$ cat config.mk
export PLATFORM = sky130hd
export DESIGN_NAME = z80fi_insn_capture_flat
export DESIGN_NICKNAME = d
export VERILOG_FILES = /design/src/rtl/z80fi_insn_capture_if.sv /design/src/rtl/z80fi_insn_capture.sv /design/src/flat_wrapper.sv
export SDC_FILE = /design/constraint.sdc
export NUM_CORES = 1
export LEC_CHECK = 0
export ABC_AREA = 0
export CORE_MARGIN = 5
export CORE_UTILIZATION = 45
export CTS_CLUSTER_DIAMETER = 120
export DETAILED_ROUTE_END_ITERATION = 8
export GPL_TIMING_DRIVEN = 0
export PLACE_DENSITY = 0.67
export SETUP_SLACK_MARGIN = 0.3
export SYNTH_ARGS = -nofsm -noshare
export SYNTH_HDL_FRONTEND = slang
export SYNTH_SLANG_ARGS = --single-unit
$ cat constraint.sdc
create_clock -name clk -period 7.1 [get_ports clk]
set_input_delay 1.42 -clock clk [delete_from_list [all_inputs] [get_ports clk]]
set_output_delay 1.42 -clock clk [all_outputs]
set_load 0.005 [all_outputs]
$ cat src/rtl/z80fi_insn_capture_if.sv
// Purpose: groups the capture block's T-state inputs and its published retire record.
// Latency: none, this is wiring only.
// Backpressure: none; the retire record is a one-cycle strobe with outputs held until the next retire.
interface z80fi_insn_capture_if;
    // Per-T-state activity reported by the CPU core
    logic        insn_start;
    logic        mcycle_start;
    logic [2:0]  mcycle_type;
    logic        fetch_valid;
    logic [7:0]  fetch_byte;
    logic        insn_end;

    // Published record of the last retired instruction
    logic        z80fi_valid;
    logic [31:0] z80fi_insn;
    logic [2:0]  z80fi_insn_len;
    logic [17:0] z80fi_mcycle_types;
    logic [23:0] z80fi_tcycles;
    logic        capture_error;

    // Core side: drives activity, observes the record
    modport master (
        output insn_start,
        output mcycle_start,
        output mcycle_type,
        output fetch_valid,
        output fetch_byte,
        output insn_end,
        input  z80fi_valid,
        input  z80fi_insn,
        input  z80fi_insn_len,
        input  z80fi_mcycle_types,
        input  z80fi_tcycles,
        input  capture_error
    );

    // Capture side: observes activity, drives the record
    modport slave (
        input  insn_start,
        input  mcycle_start,
        input  mcycle_type,
        input  fetch_valid,
        input  fetch_byte,
        input  insn_end,
        output z80fi_valid,
        output z80fi_insn,
        output z80fi_insn_len,
        output z80fi_mcycle_types,
        output z80fi_tcycles,
        output capture_error
    );
endinterface

$ cat src/rtl/z80fi_insn_capture.sv
// Purpose: records fetched bytes, machine-cycle types and per-cycle T-state counts of one Z80 instruction.
// Latency: the record is published on the clock edge that ends the insn_end T-state, so z80fi_valid is high the next cycle.
// Backpressure: none; the consumer must take the one-cycle z80fi_valid strobe, and outputs hold until the next retire.
module z80fi_insn_capture (
    input logic                 clk,
    input logic                 reset,
    z80fi_insn_capture_if.slave cap
);

    localparam logic [0:0] IDLE       = 1'b0;
    localparam logic [0:0] ACTIVE     = 1'b1;
    localparam logic [2:0] MAX_SLOTS  = 3'd6;
    localparam logic [2:0] MAX_BYTES  = 3'd4;
    localparam logic [3:0] TCOUNT_MAX = 4'hF;

    logic [0:0]  state;

    // Working buffers for the instruction being captured
    logic [31:0] w_insn;
    logic [2:0]  w_len;
    logic [17:0] w_types;
    logic [23:0] w_tc;
    logic [2:0]  w_nslots;   // slots opened so far, 1..6 while active
    logic        w_dead;     // a 7th machine cycle arrived; slot counts are frozen
    logic        w_err;

    // Working buffers after this T-state's updates
    logic [31:0] n_insn;
    logic [2:0]  n_len;
    logic [17:0] n_types;
    logic [23:0] n_tc;
    logic [2:0]  n_nslots;
    logic        n_dead;
    logic        n_err;

    logic        active;
    logic        start;
    logic        collide;
    logic        publish;
    logic [2:0]  open_slot;

    // Published record
    logic        pub_valid;
    logic [31:0] pub_insn;
    logic [2:0]  pub_len;
    logic [17:0] pub_types;
    logic [23:0] pub_tc;
    logic        pub_err;

    // Apply one T-state of activity to the working buffers
    always_comb begin
        active    = (state == ACTIVE);
        // insn_start together with insn_end while active finishes the old instruction
        // and is otherwise ignored, so only the other cases begin a new capture.
        start     = cap.insn_start && (!active || !cap.insn_end);
        collide   = active && cap.insn_start && cap.insn_end;
        publish   = active && cap.insn_end;
        open_slot = w_nslots - 3'd1;

        n_insn    = w_insn;
        n_len     = w_len;
        n_types   = w_types;
        n_tc      = w_tc;
        n_nslots  = w_nslots;
        n_dead    = w_dead;
        n_err     = w_err;

        if (start) begin
            // Abandoning an unfinished instruction marks the replacement as suspect.
            n_insn        = '0;
            n_len         = '0;
            n_types       = '0;
            n_tc          = '0;
            n_types[2:0]  = cap.mcycle_type;
            n_tc[3:0]     = 4'd1;
            n_nslots      = 3'd1;
            n_dead        = 1'b0;
            n_err         = active;
        end else if (active) begin
            if (cap.mcycle_start && !collide) begin
                if (w_nslots == MAX_SLOTS) begin
                    n_dead = 1'b1;
                    n_err  = 1'b1;
                end else begin
                    n_types[3*w_nslots +: 3] = cap.mcycle_type;
                    n_tc[4*w_nslots +: 4]    = 4'd1;
                    n_nslots                 = w_nslots + 3'd1;
                end
            end else if (!w_dead && (w_tc[4*open_slot +: 4] != TCOUNT_MAX)) begin
                n_tc[4*open_slot +: 4] = w_tc[4*open_slot +: 4] + 4'd1;
            end
            if (collide) begin
                n_err = 1'b1;
            end
        end

        // Fetches count on every captured T-state, including the first and last.
        if ((start || active) && cap.fetch_valid) begin
            if (n_len == MAX_BYTES) begin
                n_err = 1'b1;
            end else begin
                n_insn[8*n_len +: 8] = cap.fetch_byte;
                n_len                = n_len + 3'd1;
            end
        end
    end

    // Capture state and working buffers; reset abandons any partial capture
    always_ff @(posedge clk or posedge reset) begin
        if (reset) begin
            state    <= IDLE;
            w_insn   <= '0;
            w_len    <= '0;
            w_types  <= '0;
            w_tc     <= '0;
            w_nslots <= '0;
            w_dead   <= 1'b0;
            w_err    <= 1'b0;
        end else begin
            if (publish) begin
                state <= IDLE;
            end else if (start) begin
                state <= ACTIVE;
            end
            w_insn   <= n_insn;
            w_len    <= n_len;
            w_types  <= n_types;
            w_tc     <= n_tc;
            w_nslots <= n_nslots;
            w_dead   <= n_dead;
            w_err    <= n_err;
        end
    end

    // Publish the completed record, including the final T-state's updates
    always_ff @(posedge clk or posedge reset) begin
        if (reset) begin
            pub_valid <= 1'b0;
            pub_insn  <= '0;
            pub_len   <= '0;
            pub_types <= '0;
            pub_tc    <= '0;
            pub_err   <= 1'b0;
        end else begin
            pub_valid <= publish;
            if (publish) begin
                pub_insn  <= n_insn;
                pub_len   <= n_len;
                pub_types <= n_types;
                pub_tc    <= n_tc;
                pub_err   <= n_err;
            end
        end
    end

    assign cap.z80fi_valid        = pub_valid;
    assign cap.z80fi_insn         = pub_insn;
    assign cap.z80fi_insn_len     = pub_len;
    assign cap.z80fi_mcycle_types = pub_types;
    assign cap.z80fi_tcycles      = pub_tc;
    assign cap.capture_error      = pub_err;

endmodule

$ cat src/flat_wrapper.sv
// flat-port wrapper written by rule: the top's interface ports become plain ports
module z80fi_insn_capture_flat 
  (clk, reset, cap_insn_start, cap_mcycle_start, cap_mcycle_type, cap_fetch_valid, cap_fetch_byte, cap_insn_end, cap_z80fi_valid, cap_z80fi_insn, cap_z80fi_insn_len, cap_z80fi_mcycle_types, cap_z80fi_tcycles, cap_capture_error);
  z80fi_insn_capture_if cap_i ();
  input logic clk;
  input logic reset;
  input wire logic [$bits(cap_i.insn_start)-1:0] cap_insn_start;
  input wire logic [$bits(cap_i.mcycle_start)-1:0] cap_mcycle_start;
  input wire logic [$bits(cap_i.mcycle_type)-1:0] cap_mcycle_type;
  input wire logic [$bits(cap_i.fetch_valid)-1:0] cap_fetch_valid;
  input wire logic [$bits(cap_i.fetch_byte)-1:0] cap_fetch_byte;
  input wire logic [$bits(cap_i.insn_end)-1:0] cap_insn_end;
  output wire logic [$bits(cap_i.z80fi_valid)-1:0] cap_z80fi_valid;
  output wire logic [$bits(cap_i.z80fi_insn)-1:0] cap_z80fi_insn;
  output wire logic [$bits(cap_i.z80fi_insn_len)-1:0] cap_z80fi_insn_len;
  output wire logic [$bits(cap_i.z80fi_mcycle_types)-1:0] cap_z80fi_mcycle_types;
  output wire logic [$bits(cap_i.z80fi_tcycles)-1:0] cap_z80fi_tcycles;
  output wire logic [$bits(cap_i.capture_error)-1:0] cap_capture_error;
  assign cap_i.insn_start = cap_insn_start;
  assign cap_i.mcycle_start = cap_mcycle_start;
  assign cap_i.mcycle_type = cap_mcycle_type;
  assign cap_i.fetch_valid = cap_fetch_valid;
  assign cap_i.fetch_byte = cap_fetch_byte;
  assign cap_i.insn_end = cap_insn_end;
  assign cap_z80fi_valid = cap_i.z80fi_valid;
  assign cap_z80fi_insn = cap_i.z80fi_insn;
  assign cap_z80fi_insn_len = cap_i.z80fi_insn_len;
  assign cap_z80fi_mcycle_types = cap_i.z80fi_mcycle_types;
  assign cap_z80fi_tcycles = cap_i.z80fi_tcycles;
  assign cap_capture_error = cap_i.capture_error;
  z80fi_insn_capture u_core (.clk(clk), .reset(reset), .cap(cap_i));
endmodule
## Word-level counts from Yosys, hierarchy flattened

Cells that the tools add are included.

| word-level totals | value |
|---|---|
| register bits | 162 |
| bits of input ports | 17 |
| output and inout bits | 79 |
| word-level logic and storage cells | 91 |

| cells by class | value |
|---|---|
| $add $sub $neg | 8 |
| multipliers | 1 |
| equality and inequality tests | 4 |
| shifts and indexed selects | 9 |
| mux-type cells | 36 |
| reduce and logical (&&, ||, !) cells | 19 |

Operators with widths:

| operator | count |
|---|---|
| $mux W24 | 5 |
| $neg A5 Y34 | 3 |
| $mux W32 | 3 |
| $mux W18 | 4 |
| $shift A4 B34 Y24 const A | 2 |
| $bwmux W24 | 2 |
| $neg A6 Y34 | 1 |
| $shift A3 B34 Y18 const A | 1 |
| $shift A8 B34 Y32 const A | 1 |
| $shiftx A3 B34 Y18 | 1 |
| $shiftx A4 B34 Y24 | 1 |
| $shiftx A4 B34 Y24 const A | 1 |
| $shiftx A8 B34 Y32 | 1 |
| $bwmux W32 | 1 |
| $shiftx A24 B6 Y4 | 1 |
| $mux W3 | 7 |
| $bwmux W18 | 1 |
| $mux W1 | 13 |
| $reduce_bool A2 Y1 | 4 |
| $logic_and A1 B1 Y1 | 7 |
| $add A3 B1 Y3 const B | 2 |
| $eq A3 B3 Y1 const B | 2 |
| $reduce_and A3 Y1 | 2 |
| $mul A2 B3 Y5 const A | 1 |
| other kinds (6) | 10 |

## Logic depth before layout (Yosys ltp)

Gate-level depths: netlist (run 1).

| logic depth | value |
|---|---|
| depth after elaboration | 10 |
| mapped depth | 15 |

## Least setup slack after synthesis (run 1)

No wires, ideal clock.

| path | value |
|---|---|
| kind | input-to-reg |
| start point | input port cap_insn_start |
| end point | register u_core.pub_insn[0], in the netlist u_core.cap.z80fi_insn[0] |
| library setup time | 0.132 ns |
| data arrival time | 3.808 ns |
| data required time | 6.968 ns |
| path slack | 3.160 ns |
| stages | 10 |
| buffers on the path | 2 |
| cell sequence | clkbuf_2 nand2_1 nand2_1 ha_1 ha_1 or3b_1 nor4_4 buf_4 mux2i_1 o21ai_1 |

| between the ends | value |
|---|---|
| word-level cells in the longest chain between the ends | 7 |

Ends and longest elaborated chain:

| what | line | RTL |
|---|---|---|
| start: declaration | flat_wrapper.sv:7 | `input wire logic [$bits(cap_i.insn_start)-1:0] cap_insn_start;` |
| $logic_and A1 B1 Y1 * | z80fi_insn_capture.sv:55 | `start = cap.insn_start && (!active \|\| !cap.insn_end);` |
| $mux W3 | z80fi_insn_capture.sv:68 | `if (start) begin` |
| $neg A6 Y34 | z80fi_insn_capture.sv:102 | `n_insn[8*n_len +: 8] = cap.fetch_byte;` |
| $shiftx A8 B34 Y32 or $shift A8 B34 Y32 (tied branches) | z80fi_insn_capture.sv:102 |  |
| $bwmux W32 | z80fi_insn_capture.sv:102 |  |
| $mux W32 | z80fi_insn_capture.sv:99 | `if (n_len == MAX_BYTES) begin` |
| $mux W32 * | z80fi_insn_capture.sv:98 | `if ((start \|\| active) && cap.fetch_valid) begin` |
| end signal: assignment | z80fi_insn_capture.sv:147 | `pub_insn <= n_insn;` |
| end: declaration | z80fi_insn_capture.sv:44 | `logic [31:0] pub_insn;` |

Mark *: on every way between the ends. The rest lies on a longest branch, timed or not.
A chain may end at the register's enable or synchronous reset.

## Final worst setup path (run 1)

| path | value |
|---|---|
| start point | input port cap_insn_end |
| end point | register u_core.pub_insn[0], in the netlist u_core.cap.z80fi_insn[0] |

| between the ends | value |
|---|---|
| word-level cells in the longest chain between the ends | 9 |

Ends and longest elaborated chain:

| what | line | RTL |
|---|---|---|
| start: declaration | flat_wrapper.sv:12 | `input wire logic [$bits(cap_i.insn_end)-1:0] cap_insn_end;` |
| $logic_not A1 Y1 | z80fi_insn_capture.sv:55 |  |
| $logic_or A1 B1 Y1 | z80fi_insn_capture.sv:55 |  |
| $logic_and A1 B1 Y1 | z80fi_insn_capture.sv:55 |  |
| $mux W3 | z80fi_insn_capture.sv:68 |  |
| $neg A6 Y34 | z80fi_insn_capture.sv:102 |  |
| $shiftx A8 B34 Y32 or $shift A8 B34 Y32 (tied branches) | z80fi_insn_capture.sv:102 |  |
| $bwmux W32 | z80fi_insn_capture.sv:102 |  |
| $mux W32 | z80fi_insn_capture.sv:99 |  |
| $mux W32 | z80fi_insn_capture.sv:98 |  |

Several ways; a longest one is shown, not always the timed one.

==> results of run 1 <==
-- area by class of cell --
class                   instances  area [um2]  area share
multi-input cells             514        3430       0.357
repair buffers                 95         968       0.101
inverters                      15        61.3     0.00638
flip-flops and latches        162        4050       0.422
well taps                     225         282      0.0293
clock buffers                  18         439      0.0457
plain buffers                  39         179      0.0186
clock inverters                13         199      0.0207
-- state kept, by name, indices dropped and copies added (netlist names) --
register	flops
u_core.cap.z80fi_insn	32
u_core.w_insn	32
u_core.cap.z80fi_tcycles	24
u_core.w_tc	24
u_core.cap.z80fi_mcycle_types	18
u_core.w_types	18
u_core.cap.z80fi_insn_len	3
u_core.w_len	3
u_core.w_nslots	3
u_core.active	1
u_core.cap.capture_error	1
u_core.cap.z80fi_valid	1
u_core.w_dead	1
u_core.w_err	1
-- power by group through the flow --
stage | clock (W) | sequential (W) | combinational, W
after floorplan | 0 | 0.00110 | 0.000464
after global routing | 0.00106 | 0.00111 | 0.000856
after global placement | 0 | 0.00111 | 0.000779
final | 0.00100 | 0.00109 | 0.000791
after detailed placement | 0 | 0.00111 | 0.000788
after CTS | 0.00102 | 0.00109 | 0.000792
-- cells by family (layout without fill, tap and decap cells) --
| family | after synthesis | count (layout) | share of synthesized area |
|---|---|---|---|
| compound gates | 181 | 181 | 0.167 |
| xor+xnor | 9 | 9 | 0.0136 |
| fa+ha+maj | 16 | 16 | 0.0259 |
| buf+inv | 54 | 180 | 0.0305 |
| flops | 162 | 162 | 0.525 |
| mux | 56 | 56 | 0.0847 |
| simple gates | 252 | 252 | 0.153 |
-- layer usage --
layer,track usage,vias to the layer above,share of wire
met5,0,-,0
met4,0.0908,0,0.031
met3,0.0461,41,0.049
met2,0.386,180,0.49
met1,0.308,3153,0.43
li1,-,2854,-
-- path summary, 6_finish.rpt --
| path | start | endpoint | slack, ps | cells past startpoint |
|---|---|---|---|---|
| worst max-delay path | cap_insn_end | u_core.cap.z80fi_insn[0]$_DFFE_PP0P_ | 2370 | 11 |
| worst min-delay path | u_core.cap.z80fi_tcycles[6]$_DFFE_PP0P_ | u_core.cap.z80fi_tcycles[6]$_DFFE_PP0P_ | 480 | 2 |
| worst max register to register | u_core.w_nslots[0]$_DFFE_PP0P_ | u_core.cap.z80fi_tcycles[8]$_DFFE_PP0P_ | 2600 | 15 |
| worst min register to register | u_core.cap.z80fi_tcycles[6]$_DFFE_PP0P_ | u_core.cap.z80fi_tcycles[6]$_DFFE_PP0P_ | 480 | 2 |
| max in group asynchronous | reset | u_core.w_tc[2]$_DFF_PP0_ | 4760 | 3 |
| min in group asynchronous | reset | u_core.cap.z80fi_insn[5]$_DFFE_PP0P_ | 1490 | 2 |
-- worst register-to-register path, stage by stage, from the launching register on --
cell      delay [ps]
dfrtp_1          540
buf_6            220
buf_2            260
inv_1            220
ha_1             440
buf_4            240
clkbuf_1         430
nand3_1          120
nand2_1          220
ha_1             260
inv_1            100
a211o_2          330
buf_4            210
a22oi_1          390
nor2b_1          240
o31ai_1          100
-- synth_stat cells, types with 16 or more instances --
cell type / number
dfrtp_1: 162
nand2_1: 89
nor2_1: 80
a21oi_1: 40
o21ai_0: 34
a22o_1: 32
mux2_2: 32
clkbuf_1: 27
mux2i_1: 20
nand3_1: 17
ha_1: 16
nor3_1: 16
-- metrics by stage --
step	hold slack (ps)	util
final	480	0.564
after global routing	506	0.564
after CTS	485	0.564
after detailed placement	469	0.526
after global placement	461	0.524
after floorplan	465	-
==> out/summary.txt, run 1 <==
status: complete, no violations
Max Cap Viol: 0
commonest cells after routing, fill and taps aside: dfrtp_1, clkdlybuf4s50_1, nand2_1, nor2_1, a21oi_1
final net count: 877
row count: 48
Crit Path Class: in2reg
average vias per placed instance: 5.76
Detail Placement HPWL: 17100 um
crit-path leading delay family: simple AND/OR/NAND/NOR gates
worst-skew pair later-pin latency: 430 ps
crit path max-delay cell type: clkdlybuf4s50_1
unrepaired setup endpoints after global routing: no
total CTS buffers: 17
power share of the combinational group: 0.274
Vias: 6228
cell mode on critical path: nand2_1
clock-pin transition on the worst setup and hold timing paths: 70 ps
Synth Area per Inst: 10.6 um2
commonest non-fill, non-tap cell in the layout: dfrtp_1
sequential fraction of the synthesis area: 0.525
final setup vio count: 0
IO Count: 96
final hold violation count: 0
CP bufs+invs: 2
drt first pass iters: 5
global placement routability congestion: 0.948
GRT Total Usage: 0.235
layout cells sized above 1: 0.121
starting density of the core: 0.453
post-route ant nets: 0
Hold-fix buffers, CTS: 0
Sw Pwr: 0.000935 W
post-synth top area share: 0.525
number of H-tree levels: 4
power per cell area: 300 nW/um2
Pint: 0.00195 W
Synth cell types: 71
sw frac: 0.324
die height: 141 um
number of diodes: 0
dominant cell type by area after synthesis: dfrtp_1
setup ws final: 2370 ps
Final Cycle Share: 0.667
Setup TNS: 0 ps
Synth area leaders: dfrtp_1, mux2_2, nand2_1
Post-synth EDFFs: 0
Routed wire per std cell: 21.1 um
Critical Path Fanout Max: 10
Leak: 4.25 nW
CTS root buf: clkbuf_16
synthesized area: 7720 um2
post-layout instance area: 9620 um2
Area after DPL: 8980 um2
Fmax achieved: 211 MHz
Starting DRT DRC Count: 373
Worst VDD drop: 0.000190 V
WP data arrival: 5030 ps
Die ar.: 19900 um2
fillers: 1483
Slew Limit Fails: 0
FFs w/ async S/R, synth: 1.00
Slew headroom: 0.243
WP data required: 7400 ps
CTS Buffer Depth: 2
TritonCTS clock tree: done
post-CTS sizing: 0
Area Overhead vs Synth: 24.5%
syn nets: 763
CP cell instances: clkdlybuf4s50_1, nand2_1, nand2_1, nand2_1, ha_1, ha_1, or3b_1, nor4_4, buf_4, mux2i_1, o21ai_1
final non-filler cell total: 1081
Setup Skew: 8.46 ps
setup repair bufs after CTS: 0
Most used DFF post-synth: dfrtp_1
total grt overflow: 0
Pwr Total: 0.00288 W
PortBufs: 94
fin crit period: 4730 ps
Hold Path Class: reg2reg
vias in the first global route: 6468
CP Capture Type: flop
sequential power share: 0.378
first-pass GRT wire length: 36200 um
largest net degree at the start of global routing: 85
Clock power frac: 0.347
clk sinks: 162
Place WS: 1910 ps
Syn Inst Count: 730
Die W: 141 um
core area: 17100 um2
Max stage delay on crit path: 560 ps
worst-margin pin slew: 1110 ps
Yosys reg bits: 162
# DRC: 0
Syn. warnings: 0
routed wire length: 22800 um
initial antenna violation count: 0
CP Launch Type: primary input
DP Cell Count: 1050
Note: power is estimated with default switching activity, not from simulation.
==> run 2, diff against run 1 <==
==> constraint.sdc (replaced) <==
create_clock -name clk -period 4.6 [get_ports clk]
set_input_delay 0.92 -clock clk [delete_from_list [all_inputs] [get_ports clk]]
set_output_delay 0.92 -clock clk [all_outputs]
set_load 0.005 [all_outputs]
==> run 2 against run 1 <==
- first-iteration DRC count is 35% higher
- wire length is 2.6% higher
- critical path depth rose by 2
- final cell count up 0.74%
- die area stayed put
- global-route usage rose by 0.55 points
- non-clock buffer count is 6 higher
- worst hold slack lost 1.7 ps
- final area increased by 0.73%
- worst setup slack got worse by 1900 ps
- register-to-register slack lost 2200 ps
==> out/summary.txt, run 2 (synthesis results as in run 1) <==
status: complete, no violations (unchanged)
initial antenna violation count: 0 (unchanged)
Fmax achieved: 240 MHz
die height: 141 um (unchanged)
row count: 48 (unchanged)
commonest non-fill, non-tap cell in the layout: dfrtp_1 (unchanged)
Starting DRT DRC Count: 505 (was 373)
GRT Total Usage: 0.240 (was 0.235)
Min Hold Slack: 478 ps (was 480 ps)
core area: 17100 um2 (unchanged)
power per cell area: 450 nW/um2 (was 300 nW/um2)
Final Cycle Share: 0.905
CP Launch Type: flop (was primary input)
worst-margin pin slew: 873 ps (was 1110 ps)
final hold violation count: 0 (unchanged)
unrepaired setup endpoints after global routing: yes (was no)
fillers: 1499 (was 1483)
layout cells sized above 1: 0.134 (was 0.121)
average vias per placed instance: 5.73 (was 5.76)
vias in the first global route: 6583 (was 6468)
CTS root buf: clkbuf_16 (unchanged)
Max Cap Viol: 0 (unchanged)
Crit Path Class: reg2reg (was in2reg)
IO Count: 96 (unchanged)
Die ar.: 19900 um2 (unchanged)
TritonCTS clock tree: done (unchanged)
Hold-fix buffers, CTS: 0 (unchanged)
Setup Skew: 10.8 ps (was 8.46 ps)
WP data arrival: 4430 ps (was 5030 ps)
Leak: 4.26 nW (was 4.25 nW)
Routed wire per std cell: 21.5 um (was 21.1 um)
WP data required: 4870 ps (was 7400 ps)
Critical Path Fanout Max: 10 (unchanged)
clk sinks: 162 (unchanged)
first-pass GRT wire length: 37300 um (was 36200 um)
final core occ: 0.568 (was 0.564)
final setup vio count: 0 (unchanged)
DP Cell Count: 1053 (was 1050)
Slew headroom: 0.414 (was 0.243)
Slew Limit Fails: 0 (unchanged)
commonest cells after routing, fill and taps aside: dfrtp_1, clkdlybuf4s50_1, nand2_1, nor2_1, a21oi_1 (unchanged)
fin crit period: 4160 ps
reg2reg setup slack: 440 ps (was 2600 ps)
Die W: 141 um (unchanged)
total grt overflow: 0 (unchanged)
drt first pass iters: 5 (unchanged)
CP Capture Type: flop (unchanged)
hold path cells: 2 (unchanged)
CTS Buffer Depth: 2 (unchanged)
Vias: 6240 (was 6228)
total CTS buffers: 17 (unchanged)
global placement routability congestion: 0.963 (was 0.948)
starting density of the core: 0.453 (unchanged)
Place WS: -173 ps (was 1910 ps)
clock-pin transition on the worst setup and hold timing paths: 70 ps (about the same)
number of H-tree levels: 4 (unchanged)
PortBufs: 94 (unchanged)
number of diodes: 0 (unchanged)
post-route ant nets: 0 (unchanged)
Worst VDD drop: 0.000288 V (was 0.000190 V)
Pwr Total: 0.00436 W (was 0.00288 W)
reg2reg path depth: 13 (was 15)
routed wire length: 23400 um (was 22800 um)
Detail Placement HPWL: 17500 um (was 17100 um)
final non-filler cell total: 1089 (was 1081)
setup ws final: 435 ps (was 2370 ps)
# DRC: 0 (unchanged)
final net count: 884 (was 877)
Area Overhead vs Synth: 25.4% (was 24.5%)
worst-skew pair later-pin latency: 420 ps (was 430 ps)
largest net degree at the start of global routing: 44 (was 85)
Hold Path Class: reg2reg (unchanged)
-- run 2: cell count changes in the layout (fill, tap and decap cells not counted), sizes merged --
cell      before  now
clkbuf        46   47
clkinvlp       0    4
buf           12   18
bufinv         4    1
a211oi         4    5
inv           20   19
-- run 2: critical path: stages (launching register included) --
cell and delay (ps):
dfrtp_2 470, buf_6 190, buf_2 260, inv_1 210, ha_1 440, buf_4 250
mux4_2 370, nand2_1 140, nand2_1 190, ha_1 280, inv_1 160, a211oi_2 140
a2111oi_1 710, a211oi_1 170
-- run 2: per-stage QoR --
| step | TNS, ps | cell area (um2) |
|---|---|---|
| 6_report | 0 | 9690 |
| 5_1_grt | 0 | 9690 |
| 4_1_cts | 0 | 9620 |
| 3_5_place_dp | -3210 | 9030 |
| 3_3_place_gp | -1250 | 8950 |
| 2_1_floorplan | 0 | 7730 |
-- run 2: worst paths after layout --
| path | start | endpoint |
|---|---|---|
| max | u_core.w_nslots[0]$_DFFE_PP0P_ | u_core.w_tc[8]$_DFF_PP0_ |
| min | u_core.cap.z80fi_tcycles[8]$_DFFE_PP0P_ | u_core.cap.z80fi_tcycles[8]$_DFFE_PP0P_ |
| max reg2reg | u_core.w_nslots[0]$_DFFE_PP0P_ | u_core.w_tc[8]$_DFF_PP0_ |
| min reg2reg | u_core.cap.z80fi_tcycles[8]$_DFFE_PP0P_ | u_core.cap.z80fi_tcycles[8]$_DFFE_PP0P_ |
| max in group asynchronous | reset | u_core.w_tc[11]$_DFF_PP0_ |
| min in group asynchronous | reset | u_core.w_insn[29]$_DFF_PP0_ |
-- run 2: report_power, final --
group | leakage (nW) | internal, W | switching [W]
Combinational | 1.78 | 0.000509 | 0.000748
Clock | 0.280 | 0.000781 | 0.000632
Sequential | 2.19 | 0.00158 | 0.000103
-- run 2: layer usage --
layer	global-route usage	part of all wire	vias up
li1	-	-	2867
met1	0.313	0.43	3125
met2	0.409	0.50	217
met3	0.0543	0.053	31
met4	0.0592	0.019	0
met5	0	0	-
-- run 2: what timing repair did --
item,CTS,global route
setup endpoints to repair,23,30
gates cloned,0,1
setup buffers,0,3
pin swaps,0,2
gates resized for setup,3,6
-- run 2: final cells by class --
cell class | instances | area (um2) | share of cell area
flip-flops and latches | 162 | 4060 | 0.419
multi-input cells | 515 | 3480 | 0.359
repair buffers | 101 | 1040 | 0.108
clock buffers | 19 | 443 | 0.0457
well taps | 225 | 282 | 0.0291
plain buffers | 39 | 180 | 0.0186
clock inverters | 13 | 145 | 0.0150
inverters | 15 | 60.1 | 0.00620
==> run 3, diff against run 2 <==
--- a/config.mk
+++ b/config.mk
@@ -13,6 +13,7 @@
 export GPL_TIMING_DRIVEN = 0
 export PLACE_DENSITY = 0.67
 export SETUP_SLACK_MARGIN = 0.3
+export SLEW_MARGIN = 15
 export SYNTH_ARGS = -nofsm -noshare
 export SYNTH_HDL_FRONTEND = slang
 export SYNTH_SLANG_ARGS = --single-unit
==> run 3 against run 2 <==
- combinational power barely moved
- worst hold slack about the same
- sequential share of layout area decreased by 0.11 points
- die area stayed put
==> out/summary.txt, run 3 (synthesis results as in run 1) <==
global placement routability congestion: 0.963 (unchanged)
final net count: 884 (unchanged)
power per cell area: 450 nW/um2 (about the same)
Vias: 6287 (was 6240)
die height: 141 um (unchanged)
Sw Pwr: 0.00151 W (was 0.00148 W)
Pint: 0.00286 W (was 0.00287 W)
total CTS buffers: 17 (unchanged)
CP cell instances: buf_6, buf_2, inv_1, ha_2, buf_4, mux4_2, nand2_1, nand2_1, ha_1, inv_1, a211oi_2, nor4b_2, nand4_1, o31ai_1 (was buf_6, buf_2, inv_1, ha_1, buf_4, mux4_2, nand2_1, nand2_1, ha_1, inv_1, a211oi_2, a2111oi_1, a211oi_1)
CTS Buffer Depth: 2 (unchanged)
first-pass GRT wire length: 37400 um (was 37300 um)
core area: 17100 um2 (unchanged)
row count: 48 (unchanged)
sw frac: 0.345 (was 0.341)
CP Launch Type: flop (unchanged)
clock-pin transition on the worst setup and hold timing paths: 70 ps (about the same)
Clock power frac: 0.330 (was 0.325)
Place WS: -180 ps (was -173 ps)
setup ws final: 441 ps (was 435 ps)
Max Cap Viol: 0 (unchanged)
largest net degree at the start of global routing: 36 (was 44)
Leak: 4.27 nW (was 4.26 nW)
Setup TNS: 0 ps (unchanged)
CP Capture Type: flop (unchanged)
Worst VDD drop: 0.000290 V (was 0.000288 V)
Slew Limit Fails: 0 (unchanged)
starting density of the core: 0.453 (unchanged)
Fmax achieved: 240 MHz (about the same)
status: complete, no violations (unchanged)
post-route ant nets: 0 (unchanged)
crit path max-delay cell type: nor4b_2 (was a2111oi_1)
Final Cycle Share: 0.904 (was 0.905)
Crit Path Class: reg2reg (unchanged)
TritonCTS clock tree: done (unchanged)
multi-input gate area in the final layout: 3470 um2 (was 3480 um2)
fin crit period: 4160 ps (about the same)
Hold-fix buffers, CTS: 0 (unchanged)
Die W: 141 um (unchanged)
crit-path leading delay family: buffers and inverters (unchanged)
average vias per placed instance: 5.77 (was 5.73)
WP data arrival: 4500 ps (was 4430 ps)
WP data required: 4940 ps (was 4870 ps)
routed wire length: 23500 um (was 23400 um)
drt first pass iters: 6 (was 5)
vias in the first global route: 6591 (was 6583)
FF+latch area: 4060 um2 (unchanged)
total grt overflow: 0 (unchanged)
final core occ: 0.569 (was 0.568)
Setup Skew: 12.5 ps (was 10.8 ps)
final hold violation count: 0 (unchanged)
number of diodes: 0 (unchanged)
CTS root buf: clkbuf_16 (unchanged)
# DRC: 0 (unchanged)
fillers: 1466 (was 1499)
Hold Path Class: reg2reg (unchanged)
Starting DRT DRC Count: 344 (was 505)
number of H-tree levels: 4 (unchanged)
worst-skew pair later-pin latency: 440 ps (was 420 ps)
layout cells sized above 1: 0.137 (was 0.134)
sequential power share: 0.385 (was 0.387)
Die ar.: 19900 um2 (unchanged)
Area Overhead vs Synth: 25.8% (was 25.4%)
Detail Placement HPWL: 17600 um (was 17500 um)
Pwr Total: 0.00437 W (was 0.00436 W)
clk sinks: 162 (unchanged)
commonest cells after routing, fill and taps aside: dfrtp_1, clkdlybuf4s50_1, nand2_1, nor2_1, a21oi_1 (unchanged)
GRT Total Usage: 0.242 (was 0.240)
CP bufs+invs: 5 (unchanged)
Critical Path Fanout Max: 10 (unchanged)
Routed wire per std cell: 21.6 um (was 21.5 um)
IO Count: 96 (unchanged)
PortBufs: 94 (unchanged)
initial antenna violation count: 0 (unchanged)
worst-margin pin slew: 861 ps (was 873 ps)
Slew headroom: 0.422 (was 0.414)
Min Hold Slack: 478 ps (about the same)
Max stage delay on crit path: 480 ps (was 710 ps)
commonest non-fill, non-tap cell in the layout: dfrtp_1 (unchanged)
final setup vio count: 0 (unchanged)
power share of the combinational group: 0.285 (was 0.289)
unrepaired setup endpoints after global routing: yes (unchanged)
-- run 3: cell types whose count changed in the layout (fill, tap and decap cells not counted), sizes merged --
cell      previous run  this run
clkbuf              47        45
clkinv               4         6
clkinvlp             4         2
inv                 19        21
-- run 3: final timing paths --
| kind | depth (start not counted) | slack (ps) | end | startpoint |
|---|---|---|---|---|
| max in group asynchronous | 5 | 2710 | u_core.w_tc[3]$_DFF_PP0_ | reset |
| min in group asynchronous | 2 | 890 | u_core.cap.z80fi_insn[5]$_DFFE_PP0P_ | reset |
| min | 2 | 480 | u_core.cap.z80fi_tcycles[8]$_DFFE_PP0P_ | u_core.cap.z80fi_tcycles[8]$_DFFE_PP0P_ |
| min reg2reg | 2 | 480 | u_core.cap.z80fi_tcycles[8]$_DFFE_PP0P_ | u_core.cap.z80fi_tcycles[8]$_DFFE_PP0P_ |
| max | 14 | 440 | u_core.w_tc[9]$_DFF_PP0_ | u_core.w_nslots[0]$_DFFE_PP0P_ |
| max reg2reg | 14 | 440 | u_core.w_tc[9]$_DFF_PP0_ | u_core.w_nslots[0]$_DFFE_PP0P_ |
-- run 3: power by group through the flow --
stage	Clock (W)	Sequential [W]	Combinational [W]
6_report	0.00144	0.00168	0.00125
5_1_grt	0.00151	0.00170	0.00135
4_1_cts	0.00146	0.00168	0.00124
3_5_place_dp	0	0.00171	0.00123
3_3_place_gp	0	0.00171	0.00120
2_1_floorplan	0	0.00170	0.000716
-- run 3: final cells by class --
type	instances	share of cell area
sequential	162	0.418
inverter	15	0.00618
timing repair buffer	101	0.110
clock buffer	17	0.0438
buffer	39	0.0186
multi-input combinational	515	0.357
clock inverter	15	0.0178
tap	225	0.0290
-- run 3: worst min-delay path: cells and delay by family (launching register included) --
family          cells  cell delay [ps]
flops               1              340
compound gates      1               60
simple gates        1               50
-- run 3: timing repair --
action / CTS / global route
setup endpoints to repair: 18 / 55
setup buffers: 2 / 0
pin swaps: 1 / 1
gates resized for setup: 4 / 4
gates cloned: 0 / 1
endpoints found under the hold margin: 0 / 0
-- run 3: routing by layer --
metal / GRT usage / share of wire
met1: 0.319 / 0.43
met2: 0.406 / 0.49
met3: 0.0482 / 0.053
met4: 0.0760 / 0.025
met5: 0 / 0
-- run 3: metrics by stage --
step	instance area, um2	std cells
6_report	9710	1089
5_1_grt	9710	1089
3_3_place_gp	8950	1049
2_1_floorplan	7730	730
4_1_cts	9690	1088
3_5_place_dp	9060	1054
